## src/rtl/digit_window_sampler.sv

```systemverilog
// digit_window_sampler: taps a raster-ordered grayscale stream, box-averages a
// fixed window into an 11x11 grid of cells and publishes the grid as a stable
// byte array, pulsing oDone whenever a fresh array has been loaded.
//
// Handshake: the input stream has no back-pressure. A pixel is consumed in any
// cycle where iValid=1, and iX/iY/iPixel are only meaningful in that cycle.
// oDone is a one-cycle strobe; numero is valid and stable from the cycle in
// which oDone is high until the next oDone.
module digit_window_sampler #(
   parameter int X0     = 100,
   parameter int Y0     = 50,
   parameter int CELL_W = 4,
   parameter int CELL_H = 4
) (
   input  logic                    iCLK,
   input  logic                    iRST_N,
   input  logic                    iStart,
   input  logic                    iSof,
   input  logic                    iValid,
   input  logic [9:0]              iX,
   input  logic [9:0]              iY,
   input  logic [7:0]              iPixel,
   output logic                    oBusy,
   output logic                    oDone,
   output logic [10:0][10:0][7:0]  numero,
   output logic [1:0]              fsm_state
);

   localparam int LW = $clog2(CELL_W);
   localparam int LH = $clog2(CELL_H);
   localparam int SH = LW + LH;
   localparam int AW = 8 + SH;

   localparam logic [9:0] X0_V = 10'(X0);
   localparam logic [9:0] Y0_V = 10'(Y0);
   localparam logic [9:0] X1_V = 10'(X0 + 11 * CELL_W - 1);
   localparam logic [9:0] Y1_V = 10'(Y0 + 11 * CELL_H - 1);
   localparam logic [9:0] MX   = 10'(CELL_W - 1);
   localparam logic [9:0] MY   = 10'(CELL_H - 1);

   typedef enum logic [1:0] {IDLE, ARMED, CAPTURE, DONE} state_t;

   state_t            state, state_n;
   logic [AW-1:0]     acc [0:10];
   logic [10:0][10:0][7:0] staging;

   logic [9:0]        dx, dy;
   logic [3:0]        col, row;
   logic              in_win, accepted, at_origin, at_last, cell_end;
   logic [AW-1:0]     sum;
   logic [7:0]        avg;
   logic              acc_en, acc_clr, fin;

   // Window test, cell index and in-cell position of the current sample.
   assign dx        = iX - X0_V;
   assign dy        = iY - Y0_V;
   assign in_win    = (iX >= X0_V) && (iX <= X1_V) && (iY >= Y0_V) && (iY <= Y1_V);
   assign accepted  = iValid && in_win;
   assign at_origin = (iX == X0_V) && (iY == Y0_V);
   assign at_last   = (iX == X1_V) && (iY == Y1_V);
   assign col       = 4'(dx >> LW);
   assign row       = 4'(dy >> LH);
   assign cell_end  = ((dx & MX) == MX) && ((dy & MY) == MY);
   assign sum       = acc[col] + AW'(iPixel);
   assign avg       = 8'(sum >> SH);

   assign oBusy     = (state == ARMED) || (state == CAPTURE);
   assign oDone     = (state == DONE);
   assign fsm_state = state;

   // State register.
   always_ff @(posedge iCLK or negedge iRST_N) begin
      if (!iRST_N) state <= IDLE;
      else         state <= state_n;
   end

   // Next state plus accumulate / clear / finish strobes. The final window
   // pixel takes priority over a coincident start-of-frame.
   always_comb begin
      state_n = state;
      acc_en  = 1'b0;
      acc_clr = 1'b0;
      fin     = 1'b0;
      case (state)
         IDLE: begin
            if (iStart) state_n = ARMED;
         end
         ARMED: begin
            if (accepted && at_origin) begin
               state_n = CAPTURE;
               acc_en  = 1'b1;
            end
         end
         CAPTURE: begin
            if (accepted && at_last) begin
               state_n = DONE;
               acc_en  = 1'b1;
               fin     = 1'b1;
            end else if (iSof) begin
               state_n = ARMED;
               acc_clr = 1'b1;
            end else if (accepted) begin
               acc_en = 1'b1;
            end
         end
         DONE: begin
            state_n = IDLE;
         end
         default: state_n = IDLE;
      endcase
   end

   // Column accumulators: sum a cell's pixels, restart at the cell's last pixel.
   always_ff @(posedge iCLK or negedge iRST_N) begin
      if (!iRST_N) begin
         for (int i = 0; i < 11; i++) acc[i] <= '0;
      end else if (acc_clr) begin
         for (int i = 0; i < 11; i++) acc[i] <= '0;
      end else if (acc_en) begin
         if (cell_end) acc[col] <= '0;
         else          acc[col] <= sum;
      end
   end

   // Staging array: truncated cell mean written at each cell's last pixel.
   always_ff @(posedge iCLK or negedge iRST_N) begin
      if (!iRST_N)                  staging <= '0;
      else if (acc_en && cell_end)  staging[row][col] <= avg;
   end

   // Published array: loaded once per completed capture, with the final cell
   // forwarded because its staging write lands on the same edge.
   always_ff @(posedge iCLK or negedge iRST_N) begin
      if (!iRST_N) begin
         numero <= '0;
      end else if (fin) begin
         numero         <= staging;
         numero[10][10] <= avg;
      end
   end

endmodule

```

## config.mk

```make
export PLATFORM = sky130hd
export DESIGN_NAME = digit_window_sampler
export DESIGN_NICKNAME = d
export VERILOG_FILES = /design/src/rtl/digit_window_sampler.sv
export SDC_FILE = /design/constraint.sdc
export NUM_CORES = 2
export LEC_CHECK = 0
export CAP_MARGIN = 10
export CORE_MARGIN = 8
export CORE_UTILIZATION = 50
export CTS_CLUSTER_SIZE = 30
export DETAILED_ROUTE_END_ITERATION = 10
export GPL_ROUTABILITY_DRIVEN = 0
export PLACE_DENSITY = 0.71
export SKIP_CTS_REPAIR_TIMING = 1
export SLEW_MARGIN = 20
export SYNTH_ARGS = -nofsm -noshare
export SYNTH_HDL_FRONTEND = slang
export SYNTH_SLANG_ARGS = --single-unit
```

## constraint.sdc

```tcl
create_clock -name iCLK -period 10.7 [get_ports iCLK]
set_clock_uncertainty 0.15 [all_clocks]
set_input_delay 1.605 -clock iCLK [delete_from_list [all_inputs] [get_ports iCLK]]
set_output_delay 1.605 -clock iCLK [all_outputs]
set_load 0.005 [all_outputs]
```

After elaboration in Yosys (flattened, before gate mapping)

Index checks and enable logic that the tools add are counted.

Bitwise operators: 3
Order comparisons: 10
Muxes and demuxes: 29
Eq/ne operators: 12
$add $sub $neg: 3
Reduce and logical (&&, ||, !) cells: 17

Operators by type and width:

| kind                                                                   | count |
|---|---|
| 968-bit bitwise mux                                                    | 1 |
| 132-bit 2-to-1 mux                                                     | 3 |
| 88-bit demux with 4-bit select                                         | 1 |
| 132-bit bitwise AND                                                    | 1 |
| 132-bit bitwise mux                                                    | 1 |
| 132-bit NOT                                                            | 1 |
| 88-bit 2-to-1 mux                                                      | 1 |
| 12-bit binary-select mux with 4-bit select                             | 1 |
| 12-bit demux with 4-bit select                                         | 1 |
| 12-bit 2-to-1 mux                                                      | 3 |
| 8-bit demux with 4-bit select                                          | 1 |
| 10-bit by 7-bit equality test with 1-bit output, second input constant | 2 |
| 1-bit logical AND                                                      | 13 |
| 12-bit by 8-bit adder with 12-bit output                               | 1 |
| 6-bit subtractor, second input constant                                | 2 |
| 10-bit by 6-bit equality test with 1-bit output, second input constant | 1 |
| 10-bit by 8-bit equality test with 1-bit output, second input constant | 1 |
| 10-bit by 6-bit >= comparator with 1-bit output, second input constant | 1 |
| 10-bit by 7-bit >= comparator with 1-bit output, second input constant | 1 |
| 10-bit by 7-bit <= comparator with 1-bit output, second input constant | 1 |
| 10-bit by 8-bit <= comparator with 1-bit output, second input constant | 1 |
| 4-bit by 5-bit < comparator with 1-bit output, second input constant   | 2 |
| 1-bit 2-to-1 mux                                                       | 9 |
| 2-bit equality test, second input constant                             | 4 |
| 16 further kinds                                                       | 20 |

Register bits: 2070
Input bits: 33
Output and inout port bits: 972
Logic and storage cells: 328

Logic depth before layout (Yosys ltp)

Depth in word-level cells: 11
Depth in mapped cells: 25

Least setup slack after synthesis

Ideal clock, no wire load.

Path type: input -> register
From: input port iX[2]
To: register staging[14] (netlist name)
Data required time: 10.425 ns
Stages on the path: 23
Slack: 3.707 ns
Data arrival time: 6.718 ns
Setup time: 0.125 ns
Path through: buf_2 > buf_2 > buf_2 > clkinv_1 > ha_1 > buf_2 > buf_2 > buf_1 > mux4_2 > a21oi_1 > o21ai_0 > ha_1 > inv_1 > fa_1 > nor2b_1 > o21ai_0 > nand2b_1 > a311oi_1 > or4_4 > and2_1 > clkbuf_1 > clkbuf_1 > mux2_2

Cells in the longest elaborated chain, start to end: 10
Elaborated cells between the ends (all ways): 32

RTL lines:

| what                                                                              | RTL line | text |
|---|---|---|
| from (decl)                                                                       | 20       | `input logic [9:0] iX,` |
| branches (longest 10 deep; another with 12-bit by 8-bit adder with 12-bit output) | -        |  |
| to (signal, indexed assignment)                                                   | 128      | `else if (acc_en && cell_end) staging[row][col] <= avg;` |
| to (decl)                                                                         | 45       | `logic [10:0][10:0][7:0] staging;` |

Several ways; the timed one is not identified. The select of a mux whose other input is x is not followed.
A chain may end at the register's enable or synchronous reset.

Worst setup path after layout

From: input port iX[2]
To: register staging[231] (netlist name)

Same word-level chain as after synthesis.

==> impl_metrics.py <==
metrics = {
    "global_route": {
        "antenna_found_initial": 13,
        "track_usage": 0.2987,
        "grt_pass1_vias": 58470,
        "grt_max_degree": 195,
        "grt_pass1_wl_um": 382600,
        "grt-ovfl-total": 0,
    },
    "placement": {
        "post_dp_cell_area_um2": 90340,
        "dpl.hpwl_um": 169300,
        "numPortBuffers": 1004,
        "dpl_worst_slack_ns": 2.357,
    },
    "logic_synthesis": {
        "synth_edf_count": 0,
        "syn_avg_cell_area_um2": 10.17,
        "yosysUniqueCellTypes": 71,
        "synth-seq-area-share": 0.6564,
        "syn-num-nets": 7779,
        "synthCells": 7726,
        "yosysWarnings": 0,
        "synth_area_um2": 78610,
        "ys_ff_latch": 2062,
        "synthFlopType": "dfrtp_1",
        "async_flop_share": 1.000,
    },
    "detailed_routing": {
        "drt_wl_total_um": 259000,
        "wl_per_cell_um": 24.11,
        "dr.first_iter.drc_count": 6269,
        "vias": 59360,
        "vias_per_cell": 5.526,
        "drt_first_pass_iters": 6,
        "ant_nets": 0,
        "drc_errors": 0,
    },
    "power": {
        "power_density_nw_per_um2": 160.0,
        "p_leak_nw": 48.91,
        "ir_worst_vdd_v": 0.0001505,
    },
    "die": {
        "core_region_area_um2": 156200,
        "ioPinCount": 1005,
        "start_util": 0.5033,
        "std_cell_rows": 145,
        "die_x_um": 412.5,
        "die_h_um": 412.5,
        "dieArea_um2": 170200,
    },
    "critical_path": {
        "critPathRequiredTime_ns": 11.29,
        "crit_top_cell": "buf_4",
        "critical-path-top-delay-family": "buffers and inverters",
        "path_buf_inv": 4,
        "crit_chain": "buf_4 > clkinv_1 > ha_1 > buf_4 > mux2i_1 > nor2_1 > a21oi_1 > nor2_1 > a21oi_1 > o21ai_0 > ha_1 > o21ai_0 > o21bai_1 > a41oi_1 > nand2b_1 > a211oi_2 > xor2_4 > buf_4 > mux2_2",
        "cp_max_fo": 36,
        "crit_arrival_ns": 7.74,
        "slowest_stage": "xor2_4",
        "endpoint_kind": "flip-flop",
        "slowest_delay_ns": 0.75,
        "worst-setup-path-type": "primary input to flip-flop",
        "critPathLaunchType": "primary input",
    },
    "clocking": {
        "cts_buffer_depth": 3,
        "cts.sinks": 2062,
        "clk-insertion-delay-late_ns": 0.83,
        "cts-htree-levels": 4,
        "cts_tree": "built",
        "cts_root_buf": "clkbuf_16",
        "numCtsBuffers": 202,
        "cts.clk_slew.worst_paths_ns": 0.06,
    },
    "sta": {
        "setup_viol": 0,
        "rsz0062_at_grt": "no",
        "tightestPinTransition_ns": 1.159,
        "final.setup.tns_ns": 0,
        "hold_violations": 0,
        "fin_ws_ns": 3.545,
        "post-route-period-util": 0.6687,
        "layout_min_cycle_time_ns": 7.155,
        "timing.fmax_mhz": 139.8,
        "slew_headroom": 0.2218,
        "slew_violations": 0,
    },
    "finish": {
        "stdcell_area_um2": 97360,
        "drive_gt1_frac": 0.09658,
        "nNetsFinal": 8558,
        "fill_cells": 12530,
        "syn_to_final_growth_pct": 23.85,
    },
    "run": {
        "max-cap-violations": 0,
    },
    "run_status": {
        "status": "finished clean",
    },
    "min_path": {
        "hold_class": "flip-flop to flip-flop",
    },
}
## worst min-delay path, cell delays in order, from the launching register on
cell	delay [ns]
dfrtp_1	0.34
nand2_1	0.05
nand2_1	0.05
## placed cells by master, fill, tap and decap left out, types with 35 or more instances in the layout
cell / n
nand2_1: 3603
dfrtp_1: 2062
clkdlybuf4s50_1: 1002
o21ai_0: 636
mux2_2: 318
clkbuf_16: 204
a22o_1: 111
buf_4: 72
nor2_1: 64
clkbuf_8: 62
nand4_1: 49
a21oi_1: 48
clkbuf_1: 47
nand3_1: 39
clkinv_2: 35
## final cells by class
type,instances,area (um^2),share of cell area
diodes,6,15.01,0.0001542
well taps,2058,2575,0.02645
clock inverters,63,798.3,0.008199
multi-input cells,5125,25150,0.2584
clock buffers,313,6135,0.06301
inverters,17,63.81,0.0006554
flip-flops and latches,2062,51600,0.5300
repair buffers,1097,11020,0.1132
## cell usage after synthesis, types with 14 or more instances
cell type | number | area share
nand3_1 | 40 | 0.0025
mux2_2 | 318 | 0.046
ha_1 | 19 | 0.0030
clkbuf_1 | 400 | 0.019
buf_4 | 24 | 0.0023
o21ai_0 | 636 | 0.040
and3_1 | 32 | 0.0025
nor2_1 | 66 | 0.0032
mux4_2 | 24 | 0.0069
dfrtp_1 | 2062 | 0.66
mux2_1 | 16 | 0.0023
nor2b_1 | 14 | 0.0011
a22o_1 | 111 | 0.012
buf_2 | 92 | 0.0059
nand4_1 | 49 | 0.0039
a21oi_1 | 51 | 0.0032
inv_1 | 15 | 0.00072
nand2_1 | 3604 | 0.17
## path summary, 6_finish.rpt
path | start | endpoint | slack [ns] | depth (start not counted)
max in group asynchronous | iRST_N | numero[615] | 7.31 | 3
min in group asynchronous | iRST_N | numero[817] | 0.57 | 1
worst max register to register | acc[124] | staging[231] | 5.89 | 10
worst max-delay path | iX[2] | staging[231] | 3.54 | 19
worst min register to register | staging[618] | numero[618] | 0.29 | 2
worst min-delay path | staging[618] | numero[618] | 0.29 | 2
## logic make-up after synthesis
| logic type | Yosys count | synth area share |
|---|---|---|
| XOR/XNOR | 20 | 0.002228 |
| adder cells (fa/ha/maj) | 20 | 0.003279 |
| multiplexers | 369 | 0.05612 |
| AND/OR/NAND/NOR | 3862 | 0.1915 |
| AO/OA/AOI/OAI | 854 | 0.06209 |
| buffers and inverters | 539 | 0.02836 |
| flip-flops | 2062 | 0.6564 |
## through the flow
| step | hold WS, ns | power [W] | instances | util |
|---|---|---|---|---|
| floorplan | 0.2886 | 0.008104 | 7726 | - |
| CTS | 0.2834 | 0.01565 | 10730 | 0.6227 |
| detailed placement | 0.3042 | 0.008423 | 10360 | 0.5783 |
| global route | 0.3227 | 0.01601 | 10740 | 0.6232 |
| finish | 0.2885 | 0.01557 | 10740 | 0.6233 |
| global placement | 0.2987 | 0.008416 | 10360 | 0.5782 |
## sequential cells by signal (all words and copies together) (netlist names)
| name | flops |
|---|---|
| numero | 968 |
| acc | 132 |
| fsm_state | 2 |
| staging | 960 |
## report_power, final
part	internal (W)	switching, W	total (W)
combinational	0.0000848	0.000390	0.000475
clock	0.00420	0.00309	0.00729
sequential	0.00780	0.00000653	0.00781
total	0.0121	0.00348	0.0156
## routing by layer
layer	global-route usage	vias up	part of all wire
met2	0.4571	2616	0.46
met3	0.07298	599	0.089
li1	-	26340	-
met5	0	-	0.00011
met1	0.3912	29800	0.39
met4	0.1702	4	0.067
Power figures use the tool's default switching activity.
